$ cat src/rtl/cohort_mem_txn_unit.sv
// Cohort memory-transaction issue stage: buffers transactions in a FIFO, issues
// them one at a time to the memory port and returns in-order completions.

package config_pkg;
    localparam int unsigned PADDR_W = 40;
    localparam int unsigned SIZE_W  = 3;
    localparam int unsigned DATA_W  = 64;
    localparam int unsigned BE_W    = DATA_W / 8;

    typedef enum logic {T_LOAD = 1'b0, T_STORE = 1'b1} transaction_t;
    typedef logic [PADDR_W-1:0] paddr_t;
    typedef logic [SIZE_W-1:0]  size_t;
    typedef logic [DATA_W-1:0]  data_t;

    typedef struct packed {
        transaction_t typ;
        paddr_t       addr;
        size_t        size;
        data_t        data;
    } txn_t;
endpackage

module cohort_mem_txn_unit
    import config_pkg::*;
#(
    parameter int unsigned DEPTH = 4
) (
    input  logic               clk_i,
    input  logic               rst_ni,
    input  logic               txn_valid_i,
    output logic               txn_ready_o,
    input  logic               txn_type_i,
    input  logic [PADDR_W-1:0] txn_addr_i,
    input  logic [SIZE_W-1:0]  txn_size_i,
    input  logic [DATA_W-1:0]  txn_data_i,
    output logic               mem_req_valid_o,
    input  logic               mem_req_ready_i,
    output logic               mem_req_type_o,
    output logic [PADDR_W-1:0] mem_req_addr_o,
    output logic [BE_W-1:0]    mem_req_be_o,
    output logic [DATA_W-1:0]  mem_req_data_o,
    input  logic               mem_rsp_valid_i,
    input  logic [DATA_W-1:0]  mem_rsp_data_i,
    output logic               rsp_valid_o,
    input  logic               rsp_ready_i,
    output logic               rsp_type_o,
    output logic [DATA_W-1:0]  rsp_data_o,
    output logic               rsp_err_o
);

    localparam int unsigned AW = $clog2(DEPTH);
    localparam int unsigned CW = AW + 1;

    typedef enum logic [1:0] {S_IDLE, S_ISSUE, S_WAIT, S_RESP} state_t;

    // Byte lanes covered by an access of 2**size bytes starting at lane 0.
    function automatic logic [BE_W-1:0] size_lanes(input size_t size);
        case (size)
            3'd0:    return 8'h01;
            3'd1:    return 8'h03;
            3'd2:    return 8'h0F;
            3'd3:    return 8'hFF;
            default: return 8'h00;
        endcase
    endfunction

    function automatic logic txn_illegal(input txn_t t);
        logic [2:0] amask;
        case (t.size)
            3'd0:    amask = 3'b000;
            3'd1:    amask = 3'b001;
            3'd2:    amask = 3'b011;
            default: amask = 3'b111;
        endcase
        return (t.size > 3'd3) || ((t.addr[2:0] & amask) != 3'd0);
    endfunction

    state_t         r_state;
    txn_t           r_fifo [DEPTH];
    logic [AW-1:0]  r_wptr;
    logic [AW-1:0]  r_rptr;
    logic [CW-1:0]  r_count;
    logic           r_txn_ready;

    transaction_t   r_work_type;
    logic [2:0]     r_work_off;
    size_t          r_work_size;

    logic           r_mem_req_valid;
    transaction_t   r_mem_req_type;
    paddr_t         r_mem_req_addr;
    logic [BE_W-1:0] r_mem_req_be;
    data_t          r_mem_req_data;
    logic           r_rsp_valid;
    transaction_t   r_rsp_type;
    data_t          r_rsp_data;
    logic           r_rsp_err;

    txn_t           w_in;
    txn_t           w_head;
    logic           w_push;
    logic           w_pop;
    logic [2:0]     w_head_off;
    logic [CW-1:0]  w_count_nxt;
    logic [BE_W-1:0] w_work_lanes;
    data_t          w_load_mask;
    data_t          w_load_data;

    assign w_in       = {txn_type_i, txn_addr_i, txn_size_i, txn_data_i};
    assign w_head     = r_fifo[r_rptr];
    assign w_head_off = w_head.addr[2:0];
    assign w_push     = txn_valid_i & r_txn_ready;
    assign w_pop      = (r_state == S_IDLE) && (r_count != '0);

    always_comb begin
        w_count_nxt = r_count;
        if (w_push && !w_pop) begin
            w_count_nxt = r_count + CW'(1);
        end else if (!w_push && w_pop) begin
            w_count_nxt = r_count - CW'(1);
        end
    end

    // Load alignment: bring the addressed lanes down to bit 0, then clear the rest.
    assign w_work_lanes = size_lanes(r_work_size);
    always_comb begin
        w_load_mask = '0;
        for (int i = 0; i < int'(BE_W); i++) begin
            w_load_mask[8*i +: 8] = {8{w_work_lanes[i]}};
        end
    end
    assign w_load_data = (mem_rsp_data_i >> {r_work_off, 3'b000}) & w_load_mask;

    always_ff @(posedge clk_i) begin
        if (w_push) begin
            r_fifo[r_wptr] <= w_in;
        end
    end

    always_ff @(posedge clk_i or negedge rst_ni) begin
        if (!rst_ni) begin
            r_state         <= S_IDLE;
            r_wptr          <= '0;
            r_rptr          <= '0;
            r_count         <= '0;
            r_txn_ready     <= 1'b0;
            r_work_type     <= T_LOAD;
            r_work_off      <= '0;
            r_work_size     <= '0;
            r_mem_req_valid <= 1'b0;
            r_mem_req_type  <= T_LOAD;
            r_mem_req_addr  <= '0;
            r_mem_req_be    <= '0;
            r_mem_req_data  <= '0;
            r_rsp_valid     <= 1'b0;
            r_rsp_type      <= T_LOAD;
            r_rsp_data      <= '0;
            r_rsp_err       <= 1'b0;
        end else begin
            r_count     <= w_count_nxt;
            r_txn_ready <= (w_count_nxt != CW'(DEPTH));
            if (w_push) begin
                r_wptr <= r_wptr + AW'(1);
            end
            if (w_pop) begin
                r_rptr <= r_rptr + AW'(1);
            end

            case (r_state)
                S_IDLE: begin
                    if (w_pop) begin
                        r_work_type <= w_head.typ;
                        r_work_off  <= w_head_off;
                        r_work_size <= w_head.size;
                        // Illegal transactions complete immediately without touching memory.
                        if (txn_illegal(w_head)) begin
                            r_rsp_valid <= 1'b1;
                            r_rsp_err   <= 1'b1;
                            r_rsp_type  <= w_head.typ;
                            r_rsp_data  <= '0;
                            r_state     <= S_RESP;
                        end else begin
                            r_mem_req_valid <= 1'b1;
                            r_mem_req_type  <= w_head.typ;
                            r_mem_req_addr  <= {w_head.addr[PADDR_W-1:3], 3'b000};
                            r_mem_req_be    <= BE_W'(size_lanes(w_head.size) << w_head_off);
                            r_mem_req_data  <= DATA_W'(w_head.data << {w_head_off, 3'b000});
                            r_state         <= S_ISSUE;
                        end
                    end
                end
                S_ISSUE: begin
                    if (mem_req_ready_i) begin
                        r_mem_req_valid <= 1'b0;
                        r_state         <= S_WAIT;
                    end
                end
                S_WAIT: begin
                    if (mem_rsp_valid_i) begin
                        r_rsp_valid <= 1'b1;
                        r_rsp_err   <= 1'b0;
                        r_rsp_type  <= r_work_type;
                        r_rsp_data  <= (r_work_type == T_LOAD) ? w_load_data : '0;
                        r_state     <= S_RESP;
                    end
                end
                S_RESP: begin
                    if (rsp_ready_i) begin
                        r_rsp_valid <= 1'b0;
                        r_state     <= S_IDLE;
                    end
                end
                default: r_state <= S_IDLE;
            endcase
        end
    end

    assign txn_ready_o     = r_txn_ready;
    assign mem_req_valid_o = r_mem_req_valid;
    assign mem_req_type_o  = r_mem_req_type;
    assign mem_req_addr_o  = r_mem_req_addr;
    assign mem_req_be_o    = r_mem_req_be;
    assign mem_req_data_o  = r_mem_req_data;
    assign rsp_valid_o     = r_rsp_valid;
    assign rsp_type_o      = r_rsp_type;
    assign rsp_data_o      = r_rsp_data;
    assign rsp_err_o       = r_rsp_err;

    // A memory response is only meaningful while a request is outstanding.
    a_rsp_only_in_wait: assert property (@(posedge clk_i) disable iff (!rst_ni)
        mem_rsp_valid_i |-> (r_state == S_WAIT));

endmodule

$ cat config.mk
export PLATFORM = sky130hd
export DESIGN_NAME = cohort_mem_txn_unit
export DESIGN_NICKNAME = d
export VERILOG_FILES = /design/src/rtl/cohort_mem_txn_unit.sv
export SDC_FILE = /design/constraint.sdc
export NUM_CORES = 1
export LEC_CHECK = 0
export CAP_MARGIN = 20
export CORE_ASPECT_RATIO = 0.6
export CORE_UTILIZATION = 51
export DETAILED_ROUTE_END_ITERATION = 8
export PLACE_DENSITY_LB_ADDON = 0.25
export SYNTH_ARGS = -nofsm -noshare
export SYNTH_HDL_FRONTEND = slang
export SYNTH_SLANG_ARGS = --single-unit
export TNS_END_PERCENT = 10
$ cat constraint.sdc
create_clock -name clk_i -period 10.2 [get_ports clk_i]
set_input_delay 2.04 -clock clk_i [delete_from_list [all_inputs] [get_ports clk_i]]
set_output_delay 2.04 -clock clk_i [all_outputs]
set_load 0.03 [all_outputs]
# After elaboration in Yosys (flattened, before gate mapping)
# Memories as Yosys holds them, arrays and structs flattened.
# Cells that the tools add are included.
# totals
input_bits	178
ram_bits	432
reg_bits	195
elab_cells	104
n_memories	1
# classes
n_shift	3
n_lt_le_gt_ge	1
add_sub_neg	4
n_bitwise	4
mux	38
n_eq_ne	16
reduce_logical	20
# memory_table
name	depth	word_bits	rd	rd_clocked_by_memory_dff	wr	line_no	source
r_fifo	4	108	1	0	1	79	txn_t r_fifo [DEPTH];
# ops
op	count
$mux W64	4
$pmux W64 S2	1
$and A64 B64 Y64	1
$pmux W8 S4	2
$shl A64 B6 Y64	1
$shr A64 B6 Y64	1
$mux W8	3
$mux W1	13
$eq A3 B2 Y1 const B	4
$mux W3	4
$reduce_and A4 Y1	3
$mux W2	5
$ne A2 B2 Y1 const B	5
$pmux W3 S3	1
$reduce_bool A3 Y1	3
$pmux W2 S4	1
$shl A8 B3 Y8	1
$eq A3 B1 Y1 const B	2
$logic_not A3 Y1	2
$pmux W1 S2	3
$reduce_and A5 Y1	1
$add A2 B1 Y2 const B	2
$eq A2 B2 Y1 const B	2
$reduce_bool A2 Y1	2
other kinds (16)	19

# Depth between registers and ports, before layout
# Gate-level depths: netlist (run 1).
# An unclocked memory read counts as a cell.
# depth
depth_word	12
mapped_depth	10

# Worst setup path after synthesis (run 1)
# No wires, ideal clock.
# synth_timing
kind	input port to flip-flop
start	input port txn_valid_i
end	memory r_fifo[2][0] (netlist name), enable pin
setup_slack_ns	5.131
setup_time_ns	0.480
arrival_time_ns	4.589
t_required_ns	9.720
cell_stages	1
cell_sequence	and3_1
# synth_via
elab_chain_cells	3
# synth_rtl
element	line_no	source
from (decl)	30	input logic txn_valid_i,
$and A1 B1 Y1	112	assign w_push = txn_valid_i & r_txn_ready;
$mux W1	135	if (w_push) begin
$mux W1 (implied by the code)	136	r_fifo[r_wptr] <= w_in;
to (decl)	79	
# No other way between the ends.

# Worst setup path after layout (run 1)
# layout_timing
start	register r_rptr[1]
end	register r_mem_req_data[2], in the netlist mem_req_data_o[2]
# layout_via
elab_chain_cells	10
# layout_rtl
element	line_no	source
from (decl)	81	logic [AW-1:0] r_rptr;
from (signal assigned)	166	r_rptr <= r_rptr + AW'(1);
$mem_v2 Z4 W108 *	n/a	
$eq A3 B2 Y1, or another cell as far along	69	case (t.size)
$pmux W3 S3	69	
$mux W3	171	if (w_pop) begin
$mux W3	169	case (r_state)
$and A3 B3 Y3	75	return (t.size > 3'd3) || ((t.addr[2:0] & amask) != 3'd0);
$reduce_bool A3 Y1	75	
$logic_or A1 B1 Y1	75	
$not A1 Y1 (no line)	n/a	
$reduce_and A3 Y1 (no line)	n/a	
to (signal assigned)	187	r_mem_req_data <= DATA_W'(w_head.data << {w_head_off, 3'b000});
to (decl)	93	data_t r_mem_req_data;
# Every way passes the cells marked *; elsewhere a longest branch is shown, timed or not. The select of a mux whose other input is x is not followed.
# A chain may end at the register's enable or synchronous reset.

==> results of run 1 <==
[where the power goes]
part,switching (µW),internal [µW],leakage [µW]
Sequential,338,3370,0.00649
Clock,958,1170,0.000895
Combinational,2920,1760,0.00440
[layout make-up]
cell class / instances / area, µm²
repair buffers: 379 / 3760
clock buffers: 73 / 1500
diodes: 5 / 12.5
inverters: 21 / 78.8
fillers: 3799 / 18700
clock inverters: 33 / 350
multi-input cells: 969 / 8000
well taps: 693 / 867
flip-flops and latches: 627 / 17900
[cell usage in the layout (no fill, tap or decap), types with 31 or more instances in the layout]
cell type,n
mux2i_1,96
o22ai_1,63
nor2_1,40
mux2_2,63
clkdlybuf4s50_1,355
mux4_2,107
edfxtp_1,432
nand3_1,31
dfrtp_1,192
clkbuf_16,56
o21ai_0,80
nand2_1,260
[routing by layer]
layer	GRT usage, %	vias to the layer above	part of all wire (%)
li1	-	7313	-
met2	37.8	719	45
met4	5.88	6	1.9
met1	40.6	8438	44
met5	0	-	0.060
met3	6.73	102	9.4
[worst min-delay path, delay by kind of cell, from the launching register on]
family             cells  cell delay, ns
AOI/OAI and AO/OA      1            0.05
and+or+nand+nor        1            0.05
DFF                    1            0.34
[sequential cells by signal, summed over array words and instances (netlist names), 2 cells and up]
signal	cells
mem_req_addr_o	37
r_work_off	3
r_fifo	432
r_state	2
rsp_data_o	64
r_wptr	2
r_count	3
mem_req_be_o	8
r_rptr	2
mem_req_data_o	64
r_work_size	3
[cells by family (layout without fill, tap and decap cells)]
group	count (synthesis)	in the layout	synth area share (%)
flops	627	627	67.4
simple gates	377	377	5.98
compound gates	305	305	7.86
mux	267	267	15.5
buf+inv	141	506	2.52
fa+ha+maj	11	11	0.520
xor+xnor	6	6	0.198
other cells	1	8	0.0142
[stage by stage]
| stage | setup slack (ns) | area, µm² |
|---|---|---|
| finish | 5.10 | 32400 |
| global route | 4.69 | 32400 |
| global placement | 5.26 | 30500 |
| detailed placement | 5.16 | 30500 |
| CTS | 5.10 | 32400 |
| floorplan | 5.13 | 26500 |
[path summary, 6_finish.rpt]
path / startpoint / endpoint
worst max-delay path: r_rptr[1] / mem_req_data_o[2]
min in group asynchronous: rst_ni / rsp_data_o[45]
worst min register to register: mem_req_data_o[12] / mem_req_data_o[12]
worst min-delay path: mem_req_data_o[12] / mem_req_data_o[12]
worst max register to register: r_rptr[1] / mem_req_data_o[2]
max in group asynchronous: rst_ni / r_rptr[1]
==> impl_results.md, run 1 <==
* Dpl cells at 2687
* Overall Global Routing Usage at around a quarter
* WL final at between 70000 and 80000 µm
* Final period util at around half
* Deepest clock path buffer count at 3
* Crit path cell chain: buf_4 -> mux4_2 -> a21oi_4 -> o211ai_1 -> buf_4 -> buf_4 -> o21ai_0
* Gate Count Post-Synth at about 1700
* Setup CP Type: reg -> reg
* Full die area at roughly 53000 µm²
* Largest net degree at the start of global routing at 100
* Number of global-route vias before repair at approximately 16000
* Mapped Area at approximately 26000 µm²
* GP Congestion at approximately 0.96
* H-tree depth at 2
* Clock Latency Late Sink at roughly 0.62 ns
* Worst hold path type: reg -> reg
* Actual slew at the worst max-slew pin at 1.18 ns
* RSZ-0062 raised after global routing: false
* Starting density of the core at between 50% and 60%
* Via Count at between 15000 and 20000
* Post-route insts no fill at 2800
* CP Launch Type: flop
* Arrival time at the worst endpoint at 5.51 ns
* Status: finished clean
* DIE HEIGHT at between 150 and 200 µm
* CTS clock-pin slew for the worst setup and hold paths at around 0.070 ns
* Sink Count at between 600 and 700
* Rows at between 60 and 70
* Slew Viols, Final at 0
* Setup TNS at 0 ns
* First-pass GRT wire length at around 100000 µm
* Max Fclk at 0.196 GHz
* TritonCTS Buffers at 56
* Final setup fails at 0
* CP Buf/Inv Count at 3
* Total leakage power at between 0.01 and 0.015 µW
* Part of the Yosys area used for sequential elements at 67.4%
* Min Hold Slack at 0.482 ns
* HPWL after DPL at about 48000 µm
* Hold path depth at 2
* Pwr/cell area at 324 nW/µm²
* Core area at roughly 51000 µm²
* Post-synth top cells: edfxtp_1, nand2_1, dfrtp_1, mux4_2, mux2i_1
* Largest area contributor in the netlist: edfxtp_1
* Worst-path cell with the longest stage delay: dfrtp_4
* Post-synth EDFFs at between 400 and 500
* Share of layout cells above drive strength 1 at around 15%
* DR pass1 iterations at 8
* Initial antenna violation count at 6
* Max-Cap Viols at 0
* Most used cell, CP: buf_4
* Clock root buffer: clkbuf_16
* Largest cells by area after synthesis: edfxtp_1, dfrtp_1, mux4_2
* Skew final at approximately 0.05 ns
* Top cell type's share of synthesized area at between 40% and 50%
* I/O pin count at 360
* Dominant synthesized flop cell: edfxtp_1
* Fin. Hold Viols at 0
* Required time of the critical path at 10.61 ns
* Worst Setup End Kind: flop
* Synth warn at 0
* DR WL/cell at between 20 and 30 µm
* Crit path depth at 7
* Area grow syn2layout at 22.5%
* Postcts setup bufs at 0
* GR Overflow Total at 0
* Port buffer count at 356
* Tmin final at roughly 5.1 ns
* Hold buffer count at cts at 0
* Peak supply drop at 0.000204 V
* Most frequent cell after synthesis: edfxtp_1
* Die width at slightly below 300 µm
* Number of DRC markers in iteration 0 at 1620
* Family with the most delay on the worst path: buffers and inverters
* Share of the core filled with cells at about 63%
* Slew headroom at 21.0%
* Reg2reg path depth at 7
* Drt drc at 0
* Post-CTS sizing at 0
* Nets at between 2000 and 2500
* Synth Area per Inst at around 15 µm²
* Yosys cell types at 64
* Total power at between 10000 and 15000 µW
* Post-synth ARST share at roughly 31%
* Largest fanout on the critical path at 99
* Setup slack, reg-to-reg at a little over 5 ns
* Max incr delay on CP at between 0.9 and 1 ns
* Yosys reg bits at between 600 and 700
* Routed vias/inst at approximately 6
* Antenna Nets Post-Route at 0
* TritonCTS clock tree: built
No activity file was read; power rests on OpenSTA's default activity.
==> run 2: changes to the inputs <==
- clock period: 10.2 -> 4.9 ns (I/O delays scaled with it)
==> impl_results.md, run 2 (synthesis gave the netlist of run 1 again) <==
* DR pass1 iterations at 5
* Slew Viols, Final at 0
* Fin. Hold Viols at 0
* Post-route insts no fill at about 2800
* Register area at 17900 µm²
* Largest net degree at the start of global routing at 153
* CP Buf/Inv Count at 0
* Most flop-heavy register: r_fifo
* Worst hold path type: in -> async
* TritonCTS Buffers at 56
* Dpl cells at approximately 2700
* Postcts setup bufs at 0
* Port buffer count at around 360
* H-tree depth at 2
* Rows at 64
* WL final at 71500 µm
* Pwr/cell area at about 670 nW/µm²
* Setup TNS at 0 ns
* Status: finished clean
* Setup WS pre-CTS at between 1 and 1.5 ns
* DIE HEIGHT at between 150 and 200 µm
* Die width at 296 µm
* DR WL/cell at approximately 25 µm
* HPWL after DPL at 48500 µm
* Skew final at about 0.036 ns
* GR Overflow Total at 0
* Max incr delay on CP at just under 0.9 ns
* Most common cell after layout, fill and taps aside: edfxtp_1
* Tmin final at between 3 and 4 ns
* Hold buffer count at cts at 0
* Share of the core filled with cells at a little under two thirds
* Sink Count at 627
* Starting density of the core at approximately half
* Actual slew at the worst max-slew pin at 0.980 ns
* Share of layout cells above drive strength 1 at between 10% and 20%
* Core area at roughly 51000 µm²
* Overall Global Routing Usage at roughly 27%
* Antenna Nets Post-Route at 0
* Deepest clock path buffer count at 3
* Area grow syn2layout at 22.9%
* Initial antenna violation count at 12
* Crit path cell chain: mux4_2 -> nand2b_1 -> nor2_1 -> a32oi_1 -> o21ai_0
* Max Fclk at roughly 0.27 GHz
* TritonCTS clock tree: built
* Number of DRC markers in iteration 0 at 1766
* Worst-path cell with the longest stage delay: mux4_2
* Number of global-route vias before repair at around 17000
* Family with the most delay on the worst path: simple AND/OR/NAND/NOR gates
* Post-CTS sizing at 0
* CP Launch Type: flop
* Slew headroom at 34.6%
* Arrival time at the worst endpoint at approximately 4.2 ns
* Fillers at ~3800
* Routed vias/inst at ~6.0
* Drt drc at 0
* Final period util at 75.3%
* Final setup fails at 0
* GP Congestion at between 0.9 and 1
* Max-Cap Viols at 0
* I/O pin count at 360
* Max reg flops at approximately 430
* Worst Setup End Kind: flop
* Clock root buffer: clkbuf_16
* Setup ws final at between 1 and 1.5 ns
* Total leakage power at between 0.01 and 0.015 µW
* CTS clock-pin slew for the worst setup and hold paths at ~0.070 ns
* Required time of the critical path at about 5.4 ns
* Nets at ~2200
* Full die area at 52900 µm²
* Clock Latency Late Sink at between 0.6 and 0.7 ns
* Multi-input gate area at between 8000 and 9000 µm²
* RSZ-0062 raised after global routing: false
* Peak supply drop at around 0.00038 V
* Setup CP Type: reg -> reg
* Via Count at roughly 17000
* Commonest non-fill, non-tap cells in the layout: edfxtp_1, clkdlybuf4s50_1, nand2_1, dfrtp_1, mux4_2
* First-pass GRT wire length at 106000 µm
* Largest fanout on the critical path at 28
[run 2: cell count changes in the layout (fill, tap and decap cells not counted), moves of 2 or more]
| cell | previous run | this run |
|---|---|---|
| clkbuf_8 | 4 | 8 |
| clkbuf_1 | 14 | 8 |
| clkinv_4 | 0 | 3 |
| diode_2 | 5 | 8 |
| bufinv_16 | 5 | 3 |
| clkinv_2 | 12 | 9 |
| buf_12 | 0 | 6 |
| clkinvlp_4 | 3 | 6 |
[run 2: worst paths after layout]
kind,startpoint,end,slack (ns),cells after the start
setup / recovery,r_rptr[0],mem_req_data_o[35],1.21,5
hold / removal,rst_ni,rsp_data_o[53],0.43,1
min in group clk_i,mem_req_data_o[9],mem_req_data_o[9],0.48,2
hold reg to reg,mem_req_data_o[9],mem_req_data_o[9],0.48,2
setup reg to reg,r_rptr[0],mem_req_data_o[35],1.21,5
max in group asynchronous,rst_ni,rsp_data_o[23],3.32,2
[run 2: final cells by class]
type / count / share of cell area (%)
diodes: 8 / 0.0615
clock buffers: 71 / 4.70
clock inverters: 35 / 0.973
inverters: 21 / 0.242
multi-input cells: 969 / 24.6
flip-flops and latches: 627 / 54.9
well taps: 693 / 2.67
repair buffers: 385 / 11.9
[run 2: where the power goes]
| part | total, µW | leakage, µW | internal, µW | switching (µW) |
|---|---|---|---|---|
| combinational | 9800 | 0.00444 | 3710 | 6090 |
| clock | 4400 | 0.000885 | 2390 | 2010 |
| sequential | 7730 | 0.00649 | 7020 | 719 |
[run 2: routing by layer]
metal,global-route usage [%],wire length (µm)
met3,7.33,7160
met4,6.44,1580
met2,39.6,32100
met1,40.5,30700
met5,0,27
[run 2: through the flow]
step	hold WS (ns)	power, µW	area, µm²
floorplan	0.451	14000	26500
global route	0.484	22900	32500
finish	0.435	21900	32500
global placement	0.464	17300	30700
CTS	0.477	21900	32500
detailed placement	0.470	17500	30700
